## src/rtl/noc_req_arbiter.sv

```systemverilog
// -----------------------------------------------------------------------------
// noc_req_arbiter
//
// Responder side of the FSM request handshake. Requests from N_FSM request
// FSMs are arbitrated round-robin. The winner goes into a single-entry NoC
// transmit slot and is marked outstanding. When the NoC completion carrying
// that requester's source ID returns, the requester gets a one-cycle ack.
//
// Ports
//   i_clk, i_rst_n           clock, asynchronous active-low reset
//   i_fsm_req_*              packed per-requester request fields
//                            (requester i at bit offset i*W)
//   i_fsm_is_mem_req         1 = memory request, 0 = accelerator request
//   i_grant_inhibit          serializer owns this cycle; no grant allowed
//   o_arb_won                one-hot grant, combinational
//   o_ack                    registered one-cycle ack pulse per requester
//   o_noc_tx_valid/_*        transmit slot valid and buffered winner fields
//   i_noc_tx_ready           NoC takes the slot this cycle
//   i_noc_ack_valid/_src     NoC completion and its source ID
//   o_err_unmatched_ack      sticky: a completion matched no outstanding entry
// -----------------------------------------------------------------------------
module noc_req_arbiter #(
    parameter int N_FSM             = 4,
    parameter int ADDR_W            = 10,
    parameter int OPCODE_W          = 2,
    parameter int ADDR_W_ENCODING_W = 3,
    parameter int SRC_ID_W          = 4
) (
    input  logic                                 i_clk,
    input  logic                                 i_rst_n,
    input  logic [N_FSM-1:0]                     i_fsm_req_valid,
    input  logic [N_FSM*ADDR_W-1:0]              i_fsm_req_addr,
    input  logic [N_FSM*ADDR_W_ENCODING_W-1:0]   i_fsm_req_width,
    input  logic [N_FSM*OPCODE_W-1:0]            i_fsm_req_opcode,
    input  logic [N_FSM*SRC_ID_W-1:0]            i_fsm_req_source_id,
    input  logic [N_FSM-1:0]                     i_fsm_is_mem_req,
    input  logic                                 i_grant_inhibit,
    output logic [N_FSM-1:0]                     o_arb_won,
    output logic [N_FSM-1:0]                     o_ack,
    output logic                                 o_noc_tx_valid,
    input  logic                                 i_noc_tx_ready,
    output logic [ADDR_W-1:0]                    o_noc_tx_addr,
    output logic [ADDR_W_ENCODING_W-1:0]         o_noc_tx_width,
    output logic [OPCODE_W-1:0]                  o_noc_tx_opcode,
    output logic [SRC_ID_W-1:0]                  o_noc_tx_source_id,
    output logic                                 o_noc_tx_is_mem,
    input  logic                                 i_noc_ack_valid,
    input  logic [SRC_ID_W-1:0]                  i_noc_ack_source_id,
    output logic                                 o_err_unmatched_ack
);

    localparam int RR_W = (N_FSM > 1) ? $clog2(N_FSM) : 1;

    // State
    logic [RR_W-1:0]              r_rr_ptr;
    logic [N_FSM-1:0]             r_outstanding;
    logic [SRC_ID_W-1:0]          r_held_src [N_FSM];
    logic                         r_tx_valid;
    logic [ADDR_W-1:0]            r_tx_addr;
    logic [ADDR_W_ENCODING_W-1:0] r_tx_width;
    logic [OPCODE_W-1:0]          r_tx_opcode;
    logic [SRC_ID_W-1:0]          r_tx_src;
    logic                         r_tx_is_mem;
    logic [N_FSM-1:0]             r_ack;
    logic                         r_err;

    // Combinational
    logic [N_FSM-1:0]             w_eligible;
    logic                         w_slot_free;
    logic                         w_grant;
    logic                         w_found_hi;
    logic                         w_found_lo;
    logic [RR_W-1:0]              w_idx_hi;
    logic [RR_W-1:0]              w_idx_lo;
    logic [RR_W-1:0]              w_win_idx;
    logic [RR_W-1:0]              w_rr_next;
    logic [N_FSM-1:0]             w_arb_won;
    logic [ADDR_W-1:0]            w_sel_addr;
    logic [ADDR_W_ENCODING_W-1:0] w_sel_width;
    logic [OPCODE_W-1:0]          w_sel_opcode;
    logic [SRC_ID_W-1:0]          w_sel_src;
    logic                         w_sel_is_mem;
    logic                         w_ack_hit;
    logic [N_FSM-1:0]             w_ack_onehot;

    // An outstanding requester is masked, which swallows the stale valid
    // cycle an FSM still drives right after being granted.
    assign w_eligible  = i_fsm_req_valid & ~r_outstanding;
    // The slot can take a new winner if empty or draining on this edge.
    assign w_slot_free = !r_tx_valid || i_noc_tx_ready;

    // Round-robin winner: first eligible index at or above r_rr_ptr,
    // otherwise the lowest eligible index (wrap-around).
    always_comb begin
        w_found_hi = 1'b0;
        w_found_lo = 1'b0;
        w_idx_hi   = {RR_W{1'b0}};
        w_idx_lo   = {RR_W{1'b0}};
        for (int i = 0; i < N_FSM; i++) begin
            if (!w_found_hi && w_eligible[i] && (RR_W'(i) >= r_rr_ptr)) begin
                w_found_hi = 1'b1;
                w_idx_hi   = RR_W'(i);
            end else begin
                w_found_hi = w_found_hi;
            end
            if (!w_found_lo && w_eligible[i]) begin
                w_found_lo = 1'b1;
                w_idx_lo   = RR_W'(i);
            end else begin
                w_found_lo = w_found_lo;
            end
        end
        if (w_found_hi) begin
            w_win_idx = w_idx_hi;
        end else begin
            w_win_idx = w_idx_lo;
        end
    end

    assign w_grant = (|w_eligible) && !i_grant_inhibit && w_slot_free;

    // One-hot grant vector and the pointer value following the winner.
    always_comb begin
        w_arb_won = {N_FSM{1'b0}};
        for (int i = 0; i < N_FSM; i++) begin
            w_arb_won[i] = w_grant && (w_win_idx == RR_W'(i));
        end
        if (w_win_idx == RR_W'(N_FSM - 1)) begin
            w_rr_next = {RR_W{1'b0}};
        end else begin
            w_rr_next = w_win_idx + RR_W'(1);
        end
    end

    // Mux the winner's request fields toward the transmit slot.
    always_comb begin
        w_sel_addr   = {ADDR_W{1'b0}};
        w_sel_width  = {ADDR_W_ENCODING_W{1'b0}};
        w_sel_opcode = {OPCODE_W{1'b0}};
        w_sel_src    = {SRC_ID_W{1'b0}};
        w_sel_is_mem = 1'b0;
        for (int i = 0; i < N_FSM; i++) begin
            if (w_win_idx == RR_W'(i)) begin
                w_sel_addr   = i_fsm_req_addr[i*ADDR_W +: ADDR_W];
                w_sel_width  = i_fsm_req_width[i*ADDR_W_ENCODING_W +: ADDR_W_ENCODING_W];
                w_sel_opcode = i_fsm_req_opcode[i*OPCODE_W +: OPCODE_W];
                w_sel_src    = i_fsm_req_source_id[i*SRC_ID_W +: SRC_ID_W];
                w_sel_is_mem = i_fsm_is_mem_req[i];
            end else begin
                w_sel_is_mem = w_sel_is_mem;
            end
        end
    end

    // Completion match: lowest outstanding requester holding the source ID.
    always_comb begin
        w_ack_hit    = 1'b0;
        w_ack_onehot = {N_FSM{1'b0}};
        for (int i = 0; i < N_FSM; i++) begin
            if (!w_ack_hit && i_noc_ack_valid && r_outstanding[i] &&
                (r_held_src[i] == i_noc_ack_source_id)) begin
                w_ack_hit       = 1'b1;
                w_ack_onehot[i] = 1'b1;
            end else begin
                w_ack_hit = w_ack_hit;
            end
        end
    end

    // Transmit slot: load on grant, empty on drain without refill.
    always_ff @(posedge i_clk or negedge i_rst_n) begin
        if (!i_rst_n) begin
            r_tx_valid  <= 1'b0;
            r_tx_addr   <= {ADDR_W{1'b0}};
            r_tx_width  <= {ADDR_W_ENCODING_W{1'b0}};
            r_tx_opcode <= {OPCODE_W{1'b0}};
            r_tx_src    <= {SRC_ID_W{1'b0}};
            r_tx_is_mem <= 1'b0;
        end else if (w_grant) begin
            r_tx_valid  <= 1'b1;
            r_tx_addr   <= w_sel_addr;
            r_tx_width  <= w_sel_width;
            r_tx_opcode <= w_sel_opcode;
            r_tx_src    <= w_sel_src;
            r_tx_is_mem <= w_sel_is_mem;
        end else if (r_tx_valid && i_noc_tx_ready) begin
            r_tx_valid  <= 1'b0;
        end else begin
            r_tx_valid  <= r_tx_valid;
        end
    end

    // Round-robin pointer advances past each winner.
    always_ff @(posedge i_clk or negedge i_rst_n) begin
        if (!i_rst_n) begin
            r_rr_ptr <= {RR_W{1'b0}};
        end else if (w_grant) begin
            r_rr_ptr <= w_rr_next;
        end else begin
            r_rr_ptr <= r_rr_ptr;
        end
    end

    // Outstanding tracking. A grant needs !outstanding and an ack needs
    // outstanding, so set and clear never hit the same requester together.
    always_ff @(posedge i_clk or negedge i_rst_n) begin
        if (!i_rst_n) begin
            r_outstanding <= {N_FSM{1'b0}};
            for (int i = 0; i < N_FSM; i++) begin
                r_held_src[i] <= {SRC_ID_W{1'b0}};
            end
        end else begin
            r_outstanding <= (r_outstanding | w_arb_won) & ~w_ack_onehot;
            for (int i = 0; i < N_FSM; i++) begin
                if (w_arb_won[i]) begin
                    r_held_src[i] <= i_fsm_req_source_id[i*SRC_ID_W +: SRC_ID_W];
                end else begin
                    r_held_src[i] <= r_held_src[i];
                end
            end
        end
    end

    // Ack pulse and sticky unmatched-completion flag.
    always_ff @(posedge i_clk or negedge i_rst_n) begin
        if (!i_rst_n) begin
            r_ack <= {N_FSM{1'b0}};
            r_err <= 1'b0;
        end else begin
            r_ack <= w_ack_onehot;
            if (i_noc_ack_valid && !w_ack_hit) begin
                r_err <= 1'b1;
            end else begin
                r_err <= r_err;
            end
        end
    end

    assign o_arb_won           = w_arb_won;
    assign o_ack               = r_ack;
    assign o_noc_tx_valid      = r_tx_valid;
    assign o_noc_tx_addr       = r_tx_addr;
    assign o_noc_tx_width      = r_tx_width;
    assign o_noc_tx_opcode     = r_tx_opcode;
    assign o_noc_tx_source_id  = r_tx_src;
    assign o_noc_tx_is_mem     = r_tx_is_mem;
    assign o_err_unmatched_ack = r_err;

endmodule

```

## config.mk

```make
export PLATFORM = sky130hd
export DESIGN_NAME = noc_req_arbiter
export DESIGN_NICKNAME = d
export VERILOG_FILES = /design/src/rtl/noc_req_arbiter.sv
export SDC_FILE = /design/constraint.sdc
export NUM_CORES = 1
export LEC_CHECK = 0
export ABC_AREA = 0
export CAP_MARGIN = 5
export CORE_MARGIN = 10
export CORE_UTILIZATION = 30
export DETAILED_ROUTE_END_ITERATION = 12
export SETUP_SLACK_MARGIN = 0.4
export SYNTH_ARGS = -nofsm -noshare
export SYNTH_HDL_FRONTEND = slang
export SYNTH_SLANG_ARGS = --single-unit
```

## constraint.sdc

```tcl
create_clock -name i_clk -period 7.2 [get_ports i_clk]
set_clock_uncertainty 0.2 [all_clocks]
set_input_delay 1.44 -clock i_clk [delete_from_list [all_inputs] [get_ports i_clk]]
set_output_delay 1.44 -clock i_clk [all_outputs]
set_load 0.05 [all_outputs]
```

Yosys cells after proc, flatten, opt, wreduce, memory -nomap -nowiden. Index checks and enable logic that the tools add are counted.

Register bits: 48. Input port bits: 93. Output and inout bits: 30. Logic and storage cells: 120.

Add/subtract/negate cells: 1. Magnitude comparators: 4. Equality and inequality tests: 7. Mux-type cells: 44. Bitwise logic cells: 5. Reduce and logical (&&, ||, !) cells: 45.

Operators with widths (number): $mux 10 (4); $logic_and 1x1->1 (29); $mux 1 (22); $mux 2 (10); $eq 4x4->1 (4); $mux 4 (4); $logic_not 1->1 (12); $mux 3 (4); $and 4x4->4 (2); $not 4->4 (2); $eq 2x2->1 const B (2); $ge 1x2->1 const A (2); $ge 2x2->1 const A (2); $or 4x4->4 (1); $reduce_or 4->1 (1); $add 2x1->2 const B (1); $eq 2x1->1 const B (1); $logic_not 2->1 (1); $reduce_bool 2->1 (1); $logic_or 1x1->1 (1).

Longest topological paths before layout. Gate-level depths: netlist (run 1).

Word-level depth: 22. Gate-level depth with buffers: 11. Gate-level depth less buffers: 9.

Worst setup path before layout (run 1). OpenSTA, ideal clock, no wires.

Path type: input -> output. Start: in i_fsm_req_valid[1]. End: out o_arb_won[1]. Arrival: 3271 ps. Data required time: 5560 ps. Path slack: 2289 ps. Stages on the path: 8. Path buffers: 1. Cells stage by stage: nand2b_1 > a311o_1 > a22o_1 > inv_1 > ha_1 > clkbuf_1 > nand3_1 > inv_1.

Word-level cells in the longest chain between the ends: 15. Elaborated cells on any way between the ends: 31. Classes of those cells: eq/ne: 1; mux: 12; bitwise: 1; reduce/logical: 17.

RTL lines: start, declared (RTL line 31) `input logic [N_FSM-1:0] i_fsm_req_valid,`; $and 4x4->4 * (RTL line 88) `assign w_eligible = i_fsm_req_valid & ~r_outstanding;`; $logic_and 1x1->1 (2 in a row) (RTL line 100) `if (!w_found_hi && w_eligible[i] && (RR_W'(i) >= r_rr_ptr)) begin`; $mux 1 (RTL line 100); $logic_not 1->1 (RTL line 100); $logic_and 1x1->1 (2 in a row) (RTL line 100); $mux 1 (RTL line 100); $logic_not 1->1 (RTL line 100); $logic_and 1x1->1 (2 in a row) (RTL line 100); $mux 2 / $mux 1 (equally long branches) (RTL line 100); $mux 2 (RTL line 113) `if (w_found_hi) begin`; $eq 2x1->1 (RTL line 126) `w_arb_won[i] = w_grant && (w_win_idx == RR_W'(i));`; $logic_and 1x1->1 * (RTL line 126); end, declared (RTL line 38) `output logic [N_FSM-1:0] o_arb_won,`.

Mark *: on every way between the ends. The rest lies on a longest branch, timed or not.

Worst setup path in the final report (run 1). Ends and elaborated chain as after synthesis.

==> results of run 1 <==
[stage by stage]
step                cells  cell area, um^2
finish                492             4187
global route          492             4187
CTS                   492             4187
detailed placement    484             4093
global placement      484             4093
floorplan             262             2771
[worst max-delay path, stage by stage]
cell	delay (ps)
clkdlybuf4s50_1	490
nand2b_1	120
a311o_1	370
a22o_1	250
inv_1	90
ha_1	140
buf_4	270
nand3_1	300
inv_1	120
clkdlybuf4s50_1	810
[how the worst min path moves through the flow]
stage	slack, ps	cells past startpoint	endpoint	start
after floorplan	260	1	r_held_src[10]$_DFFE_PN0P_	r_held_src[10]$_DFFE_PN0P_
after global routing	320	1	o_noc_tx_addr[0]$_DFFE_PN0P_	o_noc_tx_addr[0]$_DFFE_PN0P_
after CTS	310	1	o_noc_tx_addr[0]$_DFFE_PN0P_	o_noc_tx_addr[0]$_DFFE_PN0P_
final	300	1	o_noc_tx_addr[0]$_DFFE_PN0P_	o_noc_tx_addr[0]$_DFFE_PN0P_
after detailed placement	280	2	o_err_unmatched_ack$_DFFE_PN0P_	o_err_unmatched_ack$_DFFE_PN0P_
after global placement	260	2	o_err_unmatched_ack$_DFFE_PN0P_	o_err_unmatched_ack$_DFFE_PN0P_
[flip-flops by register name (all words and copies together), names as in the netlist, 2 cells and up]
name,flops
r_held_src,16
r_outstanding,4
o_noc_tx_width,3
o_ack,4
r_rr_ptr,2
o_noc_tx_source_id,4
o_noc_tx_addr,10
o_noc_tx_opcode,2
[cell families (layout without fill, tap and decap cells)]
kind of cell / after synthesis / after routing / synth area share [%]
AO/OA/AOI/OAI: 60 / 60 / 17.61
XOR/XNOR: 13 / 13 / 4.108
adder cells (fa/ha/maj): 4 / 4 / 1.806
buffers and inverters: 30 / 149 / 4.379
flip-flops: 48 / 48 / 43.34
multiplexers: 38 / 38 / 15.44
AND/OR/NAND/NOR: 69 / 69 / 13.32
[cell usage after synthesis (2+ instances only)]
| cell type | count |
|---|---|
| dfrtp_1 | 48 |
| mux2_1 | 28 |
| nand2_1 | 25 |
| nor2b_1 | 23 |
| o31ai_1 | 20 |
| a221oi_1 | 19 |
| inv_1 | 14 |
| clkbuf_1 | 11 |
| mux2_2 | 10 |
| xor2_1 | 9 |
| nand2b_1 | 5 |
| nand3_1 | 5 |
| ha_1 | 4 |
| xnor2_1 | 4 |
| a21oi_1 | 3 |
| nor4_1 | 3 |
| buf_1 | 2 |
| buf_4 | 2 |
| nor3_1 | 2 |
| o22ai_1 | 2 |
| o41ai_1 | 2 |
[routing by layer]
metal  wire (um)  vias to the layer above
met2        4451                       72
met3         696                        5
met4          42                        0
li1            -                     1201
met5           0                        -
met1        3449                     1191
[area by class of cell]
cell class / instances / area, um^2
repair buffers: 127 / 1251
multi-input cells: 184 / 1449
flip-flops and latches: 48 / 1201
fillers: 903 / 4922
well taps: 111 / 138.9
clock buffers: 5 / 68.82
clock inverters: 3 / 25.02
inverters: 14 / 52.55
[placed cells by master, fill, tap and decap left out, drive strengths merged, types with 3 or more instances in the layout]
cell type	instances
xor2	9
nand2b	5
nand2	25
nor4	3
inv	16
nand3	5
a221oi	19
mux2	38
a21oi	3
clkdlybuf4s50	120
ha	4
dfrtp	48
nor2b	23
buf	7
xnor2	4
clkbuf	5
o31ai	20
[where the power goes]
part	switching, mW	internal, mW	leakage [nW]
sequential	0.0755	0.391	0.582
combinational	0.573	0.422	1.08
clock	0.0986	0.0710	0.0452
==> metrics, run 1 <==
outcome complete, no violations; Synth area leader dfrtp_1; n_diodes 0; min Tclk post-route 6039 ps; RSZ-0062 raised after global routing no; initial core utilization 30.43%; sequential fraction of the synthesis area 43.34%; area grow syn2layout 51.06%; Syn Area/Cell 10.58 um^2; yosys synthesis warning count 0; antenna violations before repair 0; I/O pins 123; Root Driver clkbuf_8; Critical Path Fanout Max 23; DR pass1 iterations 4; share of cells above drive strength 1 7.087%; Die Area 13480 um^2; M2 GR Usage 23.13%; HPWL Detailed 6.938 mm; Netlist cell types 42; Vias 2469; Detailed Route WL 8.639 mm; clk_lat worst skew 310 ps; Min Hold Slack 296.3 ps; post_cts resized 0; first-pass GRT wire length 13.92 mm; Tot GR Track Use 12.96%; Final Hold Vio Count 0; vias per inst 5.018; IO Port Bufs 122; Synth top area share 43.34%; GRT overflow 0; main area contributors after synthesis dfrtp_1, mux2_1, a221oi_1; Leak Pwr 1.709 nW; Worst Hold Class flip-flop to flip-flop; Core Box Area 9109 um^2; Clock transition at path regs 90 ps; post-CTS setup buffers 0; share of synthesized registers carrying an async set or reset 100.0%; Post-Route Setup TNS 0 ps; Synthesized Nets 359; CTS Buf Count 5; Die Width 116.1 um; Setup CP Type primary input to output port; crit path from i_fsm_req_valid[1]; Die Span Y 116.1 um; final-report max-slew violation count 0; wire per inst 17.56 um; r2r setup slk 4070 ps; worst slew pin tran 993.1 ps; final setup vio count 0; pwr dens 389.7 nW/um^2; reg2reg path depth 11; Achievable Freq 165.6 MHz; Slew headroom 33.63%; Layout Nets 477; GRT busiest layer met2; Critical Path RT 5560 ps; VDD IR-drop max 0.0001366 V; row count 35; htree depth 2; TritonCTS clock tree yes; Longest Clk Path Bufs 2; Post-Syn Area 2771 um^2; met1 GRT Util 14.44%; post-synthesis sequential element count 48; Gate Count Post-Synth 262; Routed Antenna Nets 0; Final Worst Setup Slack 1161 ps; Synth Flop Type dfrtp_1; vias in the first global route 2767; Post-CTS Hold Buffers 0; CTS Sinks 48; crit start category primary input; number of synthesized flops with an enable pin 0; worst r2r src r_outstanding[1]$_DFF_PN0_; DRC Markers 0; largest net degree at the start of global routing 49; Layout Utilization 45.96%; Detailed Route Iter0 Violations 71; worst flop-to-flop path endpoint o_noc_tx_source_id[1]$_DFFE_PN0P_; total power 1.632 mW; met3 Use GR 5.187%; pre-CTS WS 1137 ps; max-cap violation count 0; Period Utilization, post-route 83.88%; Arr. time, crit path 4400 ps; crit path to o_arb_won[1]; RD Place Congestion 0.7783; crit path capture type output port
Power figures use the tool's default switching activity.
==> inputs of run 2 (changes only) <==
clock period = 6 ns   (was 7.2 ns; I/O delays follow)
==> metrics, run 2 (synthesis gave the netlist of run 1 again) <==
DRC Markers 0 (unchanged); clk_lat worst skew 300 ps (was 310 ps); Tot GR Track Use 13.19% (was 12.96%); largest net degree at the start of global routing 49 (unchanged); Crit path top cell by count clkdlybuf4s50_1; I/O pins 123 (unchanged); placed instance count 484 (unchanged); max-cap violation count 0 (unchanged); Vias 2479 (was 2469); worst slew pin tran 1029 ps (was 993.1 ps); min Tclk post-route 5101 ps; Final Hold Vio Count 0 (unchanged); Setup CP Type primary input to output port (unchanged); Slowest cell on crit path clkdlybuf4s50_1 (unchanged); crit start category primary input (unchanged); Finished Layout Cells 492 (unchanged); Core Box Area 9109 um^2 (unchanged); Post-CTS Hold Buffers 0 (unchanged); htree depth 2 (unchanged); Die Span Y 116.1 um (unchanged); IO Port Bufs 122 (unchanged); GRT overflow 0 (unchanged); Period Utilization, post-route 85.02%; first-pass GRT wire length 14.01 mm (was 13.92 mm); HPWL Detailed 6.979 mm (was 6.938 mm); Critical Path RT 4600 ps (was 5560 ps); CTS Sinks 48 (unchanged); max reg flops 16 (unchanged); Most flops, register r_held_src (unchanged); RD Place Congestion 0.7705 (was 0.7783); Layout Nets 477 (unchanged); Clock transition at path regs 90 ps (about the same); Root Driver clkbuf_8 (unchanged); dpl cell area 4125 um^2 (was 4093 um^2); commonest non-fill, non-tap cell in the layout clkdlybuf4s50_1 (unchanged); Arr. time, crit path 3700 ps (was 4400 ps); final setup vio count 0 (unchanged); pwr dens 469.9 nW/um^2 (was 389.7 nW/um^2); most frequent cells in the layout clkdlybuf4s50_1, dfrtp_1, mux2_1 (unchanged); crit path capture type output port (unchanged); share of cells above drive strength 1 7.612% (was 7.087%); Critical Path Fanout Max 6 (was 23); DR pass1 iterations 4 (unchanged); wire per inst 18.34 um (was 17.56 um); TritonCTS clock tree yes (unchanged); antenna violations before repair 0 (unchanged); Post-Route Setup TNS 0 ps (unchanged); Leak Pwr 1.728 nW (was 1.709 nW); vias in the first global route 2721 (was 2767); post-CTS setup buffers 0 (unchanged); Detailed Route WL 9.024 mm (was 8.639 mm); Detailed Route Iter0 Violations 81 (was 71); area grow syn2layout 52.33% (was 51.06%); post_cts resized 0 (unchanged); Achievable Freq 196.0 MHz; VDD IR-drop max 0.0002186 V (was 0.0001366 V); crit-path cells clkdlybuf4s50_1, nand2b_1, a311o_1, a22o_1, ha_1, nand3_1, inv_1, clkdlybuf4s50_1 (was clkdlybuf4s50_1, nand2b_1, a311o_1, a22o_1, inv_1, ha_1, buf_4, nand3_1, inv_1, clkdlybuf4s50_1); Die Area 13480 um^2 (unchanged); Worst Hold Class flip-flop to flip-flop (unchanged); row count 35 (unchanged); CTS Buf Count 5 (unchanged); total power 1.984 mW (was 1.632 mW); Die Width 116.1 um (unchanged); critical path's largest stage delay 700 ps (was 810 ps); Routed Antenna Nets 0 (unchanged); final instance area 4222 um^2 (was 4187 um^2); Slew headroom 31.24% (was 33.63%); Min Hold Slack 291.4 ps (was 296.3 ps); n_diodes 0 (unchanged); Longest Clk Path Bufs 2 (unchanged); vias per inst 5.039 (was 5.018); outcome complete, no violations (unchanged); RSZ-0062 raised after global routing no (unchanged); initial core utilization 30.43% (unchanged); final-report max-slew violation count 0 (unchanged)
run 2: cell count changes in the layout (fill, tap and decap cells not counted):
cell,delta
buf_4,-1
clkbuf_8,+1
clkdlybuf4s50_1,-2
clkinv_2,+1
clkinvlp_4,-1
buf_12,+3
inv_6,-1
run 2: cell type report:
type                    count  area, um^2
fillers                   874        4887
multi-input cells         184        1449
repair buffers            127        1284
flip-flops and latches     48        1201
well taps                 111       138.9
clock buffers               6       82.58
inverters                  14       52.55
clock inverters             2       13.76
run 2: critical path: cells and delay by family:
family / cells / cell delay (ps)
compound gates: 2 / 640
simple gates: 2 / 360
buf+inv: 3 / 1250
fa+ha+maj: 1 / 240
run 2: worst paths after layout:
check,cells past startpoint,endpoint,slack (ps),start
setup / recovery,8,o_arb_won[0],900,i_fsm_req_valid[1]
hold / removal,2,o_err_unmatched_ack$_DFFE_PN0P_,290,o_err_unmatched_ack$_DFFE_PN0P_
setup reg to reg,11,o_noc_tx_source_id[1]$_DFFE_PN0P_,2850,r_outstanding[1]$_DFF_PN0_
hold reg to reg,2,o_err_unmatched_ack$_DFFE_PN0P_,290,o_err_unmatched_ack$_DFFE_PN0P_
max in group asynchronous,2,r_outstanding[1]$_DFF_PN0_,4380,i_rst_n
min in group asynchronous,2,o_noc_tx_addr[9]$_DFFE_PN0P_,800,i_rst_n
run 2: through the flow:
step / setup WS, ps / utilization, %
2_1_floorplan: 1569 / -
3_3_place_gp: 978.6 / 45.29
3_5_place_dp: 919.1 / 45.29
4_1_cts: 904.1 / 46.35
5_1_grt: 712.7 / 46.35
6_report: 898.6 / 46.35
run 2: power by group:
group          switching (mW)  internal, mW
clock network           0.114        0.0945
logic                   0.696         0.513
registers              0.0974         0.469
run 2: routing by layer:
layer / part of all wire, % / vias up / GRT usage (%) / routed length [um]
li1: - / 1203 / - / -
met1: 40 / 1205 / 14.48 / 3591
met2: 51 / 69 / 23.47 / 4620
met3: 8.7 / 2 / 5.752 / 786
met4: 0.28 / 0 / 2.002 / 25
met5: 0 / - / 0 / 0
==> inputs of run 3 (changes only) <==
SLEW_MARGIN = 10   (was default)
==> results of run 3 <==
The final DEF is identical to that of run 2; final timing and power are the same.
